--- config.mk ---
export PLATFORM = sky130hd
export DESIGN_NAME = line_follow_cntrl
export DESIGN_NICKNAME = d
export VERILOG_FILES = /design/src/rtl/line_follow_cntrl.sv
export SDC_FILE = /design/constraint.sdc
export NUM_CORES = 1
export LEC_CHECK = 0
export BUFFER_PORTS_ARGS = -buffer_cell sky130_fd_sc_hd__buf_2
export CELL_PAD_IN_SITES_DETAIL_PLACEMENT = 0
export CELL_PAD_IN_SITES_GLOBAL_PLACEMENT = 1
export CORE_MARGIN = 2
export CORE_UTILIZATION = 45
export CTS_BUF_LIST = sky130_fd_sc_hd__clkbuf_4 sky130_fd_sc_hd__clkbuf_8
export DETAILED_ROUTE_END_ITERATION = 6
export PLACE_DENSITY_LB_ADDON = 0.08
export SYNTH_ARGS = -nofsm -noshare
export SYNTH_HDL_FRONTEND = slang
export SYNTH_SLANG_ARGS = --single-unit
export TNS_END_PERCENT = 30
--- constraint.sdc ---
create_clock -name clk -period 11.1 [get_ports clk]
set_input_delay 1.11 -clock clk [delete_from_list [all_inputs] [get_ports clk]]
set_output_delay 1.11 -clock clk [all_outputs]
set_load 0.01 [all_outputs]
--- src/rtl/line_follow_cntrl.sv ---
// line_follow_cntrl: scans IR sensor pairs through a shared A2D and runs a PI
// steering loop that turns the left/right imbalance into signed motor commands.
module line_follow_cntrl #(
    parameter int          NUM_PAIRS  = 3,
    parameter int          SETTLE_CYC = 4096,
    parameter int          ACQ_CYC    = 32,
    parameter logic [13:0] P_TERM     = 14'h3680,
    parameter logic [11:0] I_TERM     = 12'h500,
    parameter logic [11:0] FWD_MAX    = 12'h700,
    parameter logic [7:0]  IR_DUTY    = 8'h8C
) (
    input  logic                   clk,
    input  logic                   rst,
    input  logic                   go,
    output logic                   strt_cnv,
    output logic [2:0]             chnnl,
    input  logic                   cnv_cmplt,
    input  logic [11:0]            A2D_res,
    output logic [NUM_PAIRS-1:0]   IR_en,
    output logic signed [10:0]     lft,
    output logic signed [10:0]     rht
);
    typedef enum logic [2:0] {IDLE, SETTLE, CONV_L, ACQ, CONV_R, NEXT, PI_UPD} state_t;

    state_t             state;
    logic [1:0]         pair;
    logic [15:0]        tmr;
    logic [7:0]         pwm_cnt;
    logic [1:0]         int_dec;
    logic [11:0]        fwd, fwd_nxt;
    logic signed [15:0] accum, res_sh, l_sum, r_sum;
    logic signed [11:0] error, intgrl, intgrl_sat, intgrl_nxt;
    logic signed [12:0] i_sum;
    logic signed [26:0] pprod;
    logic signed [24:0] iprod;
    logic signed [13:0] pcomp, icomp;
    logic               pwm;

    function automatic logic signed [10:0] sat11(input logic signed [15:0] v);
        return (v > 16'sd1023) ? 11'sd1023 : (v < -16'sd1024) ? -11'sd1024 : v[10:0];
    endfunction

    // far pairs are weighted more heavily so a drifting line pulls harder
    assign res_sh     = $signed({4'b0, A2D_res} << pair);
    assign pwm        = pwm_cnt < IR_DUTY;
    assign error      = (accum > 16'sd2047) ? 12'sd2047 : (accum < -16'sd2048) ? -12'sd2048 : accum[11:0];
    assign i_sum      = 13'(intgrl) + 13'(error >>> 4);
    assign intgrl_sat = (i_sum > 13'sd2047) ? 12'sd2047 : (i_sum < -13'sd2048) ? -12'sd2048 : i_sum[11:0];
    assign intgrl_nxt = (int_dec == 2'd3) ? intgrl_sat : intgrl;
    assign fwd_nxt    = (fwd < FWD_MAX) ? fwd + 12'd1 : fwd;
    assign pprod      = 27'(error) * 27'($signed({1'b0, P_TERM}));
    assign iprod      = 25'(intgrl_nxt) * 25'($signed({1'b0, I_TERM}));
    assign pcomp      = pprod[26:13];
    assign icomp      = iprod[24:11];
    assign l_sum      = $signed({4'b0, fwd_nxt}) + 16'(pcomp) + 16'(icomp);
    assign r_sum      = $signed({4'b0, fwd_nxt}) - 16'(pcomp) - 16'(icomp);

    always_ff @(posedge clk or posedge rst) begin
        if (rst) begin
            state    <= IDLE;
            pair     <= '0;
            tmr      <= '0;
            pwm_cnt  <= '0;
            int_dec  <= '0;
            fwd      <= '0;
            accum    <= '0;
            intgrl   <= '0;
            strt_cnv <= 1'b0;
            chnnl    <= '0;
            IR_en    <= '0;
            lft      <= '0;
            rht      <= '0;
        end else begin
            pwm_cnt  <= pwm_cnt + 8'd1;
            strt_cnv <= 1'b0;
            IR_en    <= (state inside {SETTLE, CONV_L, ACQ, CONV_R}) ? NUM_PAIRS'(pwm) << pair : '0;
            if (!go) begin
                fwd    <= '0;
                intgrl <= '0;
                lft    <= '0;
                rht    <= '0;
            end
            case (state)
                IDLE: begin
                    state <= SETTLE;
                    pair  <= '0;
                    accum <= '0;
                    tmr   <= '0;
                end
                SETTLE: begin
                    tmr <= (tmr == 16'(SETTLE_CYC - 1)) ? '0 : tmr + 16'd1;
                    if (tmr == 16'(SETTLE_CYC - 1)) begin
                        strt_cnv <= 1'b1;
                        chnnl    <= {pair, 1'b0};
                        state    <= CONV_L;
                    end
                end
                CONV_L: if (cnv_cmplt) begin
                    accum <= accum + res_sh;
                    state <= ACQ;
                end
                ACQ: begin
                    tmr <= (tmr == 16'(ACQ_CYC - 1)) ? '0 : tmr + 16'd1;
                    if (tmr == 16'(ACQ_CYC - 1)) begin
                        strt_cnv <= 1'b1;
                        chnnl    <= {pair, 1'b1};
                        state    <= CONV_R;
                    end
                end
                CONV_R: if (cnv_cmplt) begin
                    accum <= accum - res_sh;
                    state <= NEXT;
                end
                NEXT: begin
                    pair  <= (pair == 2'(NUM_PAIRS - 1)) ? pair : pair + 2'd1;
                    state <= (pair == 2'(NUM_PAIRS - 1)) ? PI_UPD : SETTLE;
                end
                PI_UPD: begin
                    int_dec <= int_dec + 2'd1;
                    state   <= IDLE;
                    if (go) begin
                        fwd    <= fwd_nxt;
                        intgrl <= intgrl_nxt;
                        lft    <= sat11(l_sum);
                        rht    <= sat11(r_sum);
                    end
                end
                default: state <= IDLE;
            endcase
        end
    end
endmodule

==> summary.txt <==
CTS
  • Root Driver: clkbuf_8
  • CTS tree: done
  • Cts hold-fix bufs: 0
  • H-tree Lvls: 3
  • Sink Count: 100
  • Bufs on Longest Clock Path: 2
  • Clk_lat worst skew: between 0.3 and 0.4 ns
  • # Post-CTS Setup Buffers: 0
  • Post-cts sizing count: 0
  • Cts bufs inserted: 9
  • Clock-pin slew on the worst setup and hold paths: between 0.1 and 0.15 ns

Drt
  • Vias: roughly 9k
  • TritonRoute pass-1 iters: 5
  • Avg WL per Cell: ~16 um
  • Vias per cell: between 5 and 6
  • Initial drt markers: roughly 440
  • Final wirelength: 25,610 um
  • Post-route DRC: 0
  • ANT nets after route: 0

Timing
  • RSZ-0062 raised after global routing: no
  • Relative slew slack: 38.23%
  • Max Freq: 0.1021 GHz
  • Final setup skew: 0.02334 ns
  • Setup_tns: 0 ns
  • Hold slack: around 0.48 ns
  • Final setup fails: 0
  • Final period utilization: 88.24%
  • Final Hold Viols: 0
  • Worst-Margin Slew: just over 0.9 ns
  • Minimum clock period: about 9.8 ns
  • Max-slew violations: 0

Yosys
  • Yosys reg bits: 100
  • Count of cell types in the netlist: just under 80
  • EDFF count, synth: 0
  • Cells after synthesis: 1,292
  • Leading post-synthesis cells by cell area: dfrtp_1, ha_1, fa_1, xnor2_1, inv_1
  • Cell taking the most area after synthesis: dfrtp_1
  • Top-count cell post-synth: inv_1
  • Top cell type's share of synthesized area: between 20 and 25%
  • Seq/Total Area, Yosys: about 22%
  • Ys async rst share: 100.0%
  • Main synth FF type: dfrtp_1
  • Mapped Area: around 11,000 um2
  • Synth warn: 0
  • Syn_area_per_cell: around 8.6 um2
  • Most instantiated cells after synthesis: inv_1, ha_1, nand2_1, dfrtp_1, o21ai_0
  • Synthesized Nets: 1,500

Flow run
  • MaxCap Viol Count: 0

Setup path
  • CP Class: flip-flop to flip-flop
  • Worst Path Arrival: 10.12 ns
  • Reg-to-reg slack, setup: about 1.3 ns
  • Cell mode on critical path: ha_1
  • CP endpoint kind: flip-flop
  • R2r worst-path depth: 34
  • Req. time, crit path: roughly 11 ns
  • CP Max Fanout: 19
  • CP max stage cell: dfrtp_1
  • CP Launch Type: flip-flop
  • Largest stage delay, worst path: about 0.67 ns

Final layout
  • Nets@finish: 1,516
  • Antenna diode count: 0
  • Post-layout util: between 40% and 50%
  • Area occupied by multi-input gates: 7956 um2
  • Non-Filler Instances: 1,637
  • Fraction of layout cells with a size suffix above 1: under 10%
  • Layout area overhead: 6.320%
  • Layout filler cell count: approximately 2.5k
  • Reg area: ~2500 um2

Hold path
  • Hold Path Depth: 1
  • Hold Crit Class: flip-flop to flip-flop

Floorplanning
  • Num rows: 57
  • I/O Pins: 45
  • DIE WIDTH: about 160 um
  • Total Die Area: about 26,000 um2
  • Starting Density: 45.91%
  • Core box area: between 20,000 and 25,000 um2
  • Die Y: between 150 and 200 um

GRT
  • Tot GR Track Use: 20.78%
  • Vias in the first global route: between 8k and 9k
  • Antenna violations before repair: 0
  • Gr ovfl total: 0
  • Largest net degree at the start of global routing: a little under 60
  • First-pass GRT wire length: 44,730 um

Placed design
  • Placed Cells: between 1.5k and 2k
  • Detail Placement HPWL: about 20,000 um
  • Placer congestion estimate: 0.8111
  • Buffers on Ports: 44

Pwr
  • Worst VDD drop: about 0.000054 V
  • Pwr Density: about 55 nW/um2
  • Pleak: between 5 and 6 nW
  • Total Power: 657.0 uW

Run status
  • Status: complete, no violations
-- critical path: cells and delay by family, from the launching register on --
family / cells / cell delay (ns)
AOI/OAI and AO/OA: 20 / 4.89
muxes: 1 / 0.18
adders and majority gates: 6 / 1.80
and+or+nand+nor: 5 / 1.45
xor gates and xnor gates: 1 / 0.65
buffers and inverters: 1 / 0.07
DFF: 1 / 0.67
-- metrics by stage --
| stage | cell area (um2) | setup WS (ns) |
|---|---|---|
| floorplan | 11170 | 2.911 |
| global placement | 11650 | 1.547 |
| CTS | 11870 | 1.274 |
| global route | 11870 | 0.4525 |
| finish | 11870 | 1.306 |
| detailed placement | 11650 | 1.316 |
-- path summary, 6_finish.rpt --
check	startpoint	end
setup / recovery	accum[15]	lft[1]
hold / removal	pwm_cnt[7]	pwm_cnt[7]
setup reg to reg	accum[15]	lft[1]
hold reg to reg	pwm_cnt[7]	pwm_cnt[7]
max in group asynchronous	rst	fwd[4]
min in group asynchronous	rst	chnnl[1]
-- power by group --
part / internal (mW) / switching, mW
Sequential: 0.364 / 0.0000000000000000387
Combinational: 0.0159 / 0.0286
Clock: 0.0919 / 0.156
Total: 0.472 / 0.185
-- final cells by class --
class,count,area share [%]
Clock buffer,9,1.043
Multi-Input combinational cell,1005,67.02
Inverter,145,4.606
Sequential cell,100,21.08
Tap cell,324,3.415
Clock inverter,7,0.7905
Timing Repair Buffer,47,2.045
-- cell families after synthesis --
group | count (synthesis) | synth area share (%)
and+or+nand+nor | 360 | 15.72
AOI/OAI and AO/OA | 329 | 19.43
adders and majority gates | 193 | 25.65
buffers and inverters | 187 | 6.354
xor gates and xnor gates | 102 | 8.068
DFF | 100 | 22.41
muxes | 20 | 2.331
other | 1 | 0.03358
-- layer usage --
metal,vias up,track usage (%),share of wire [%]
met1,4181,31.38,52
met2,107,32.71,45
met5,-,0,0
met3,15,2.388,2.5
met4,0,2.922,0.71
li1,4512,-,-
-- state kept, by name, summed over array words and instances, names as in the netlist --
| signal | cells |
|---|---|
| rht | 11 |
| pwm_cnt | 8 |
| fwd | 12 |
| lft | 11 |
| accum | 16 |
| state | 3 |
| intgrl | 12 |
| tmr | 16 |
| chnnl | 3 |
| pair | 2 |
| strt_cnv | 1 |
| IR_en | 3 |
| int_dec | 2 |
-- cells in the final DEF, fill, tap and decap left out, drive strengths merged, types with 4 or more instances in the layout --
cell / n
a211oi: 7
a21boi: 9
a21o: 19
a21oi: 76
a31oi: 11
a41o: 4
a41oi: 4
and2: 27
and3: 16
buf: 47
clkbuf: 9
clkinv: 6
dfrtp: 100
fa: 60
ha: 132
inv: 146
mux2: 5
mux2i: 11
mux4: 4
nand2: 115
nand2b: 12
nand3: 31
nand3b: 6
nand4: 11
nor2: 73
nor2b: 13
nor3: 15
o2111ai: 5
o211ai: 7
o21a: 19
o21ai: 102
o21bai: 8
o221a: 10
o22ai: 10
o31ai: 7
o41ai: 5
or2: 13
or3: 12
xnor2: 66
xor2: 36
Power figures use the tool's default switching activity.
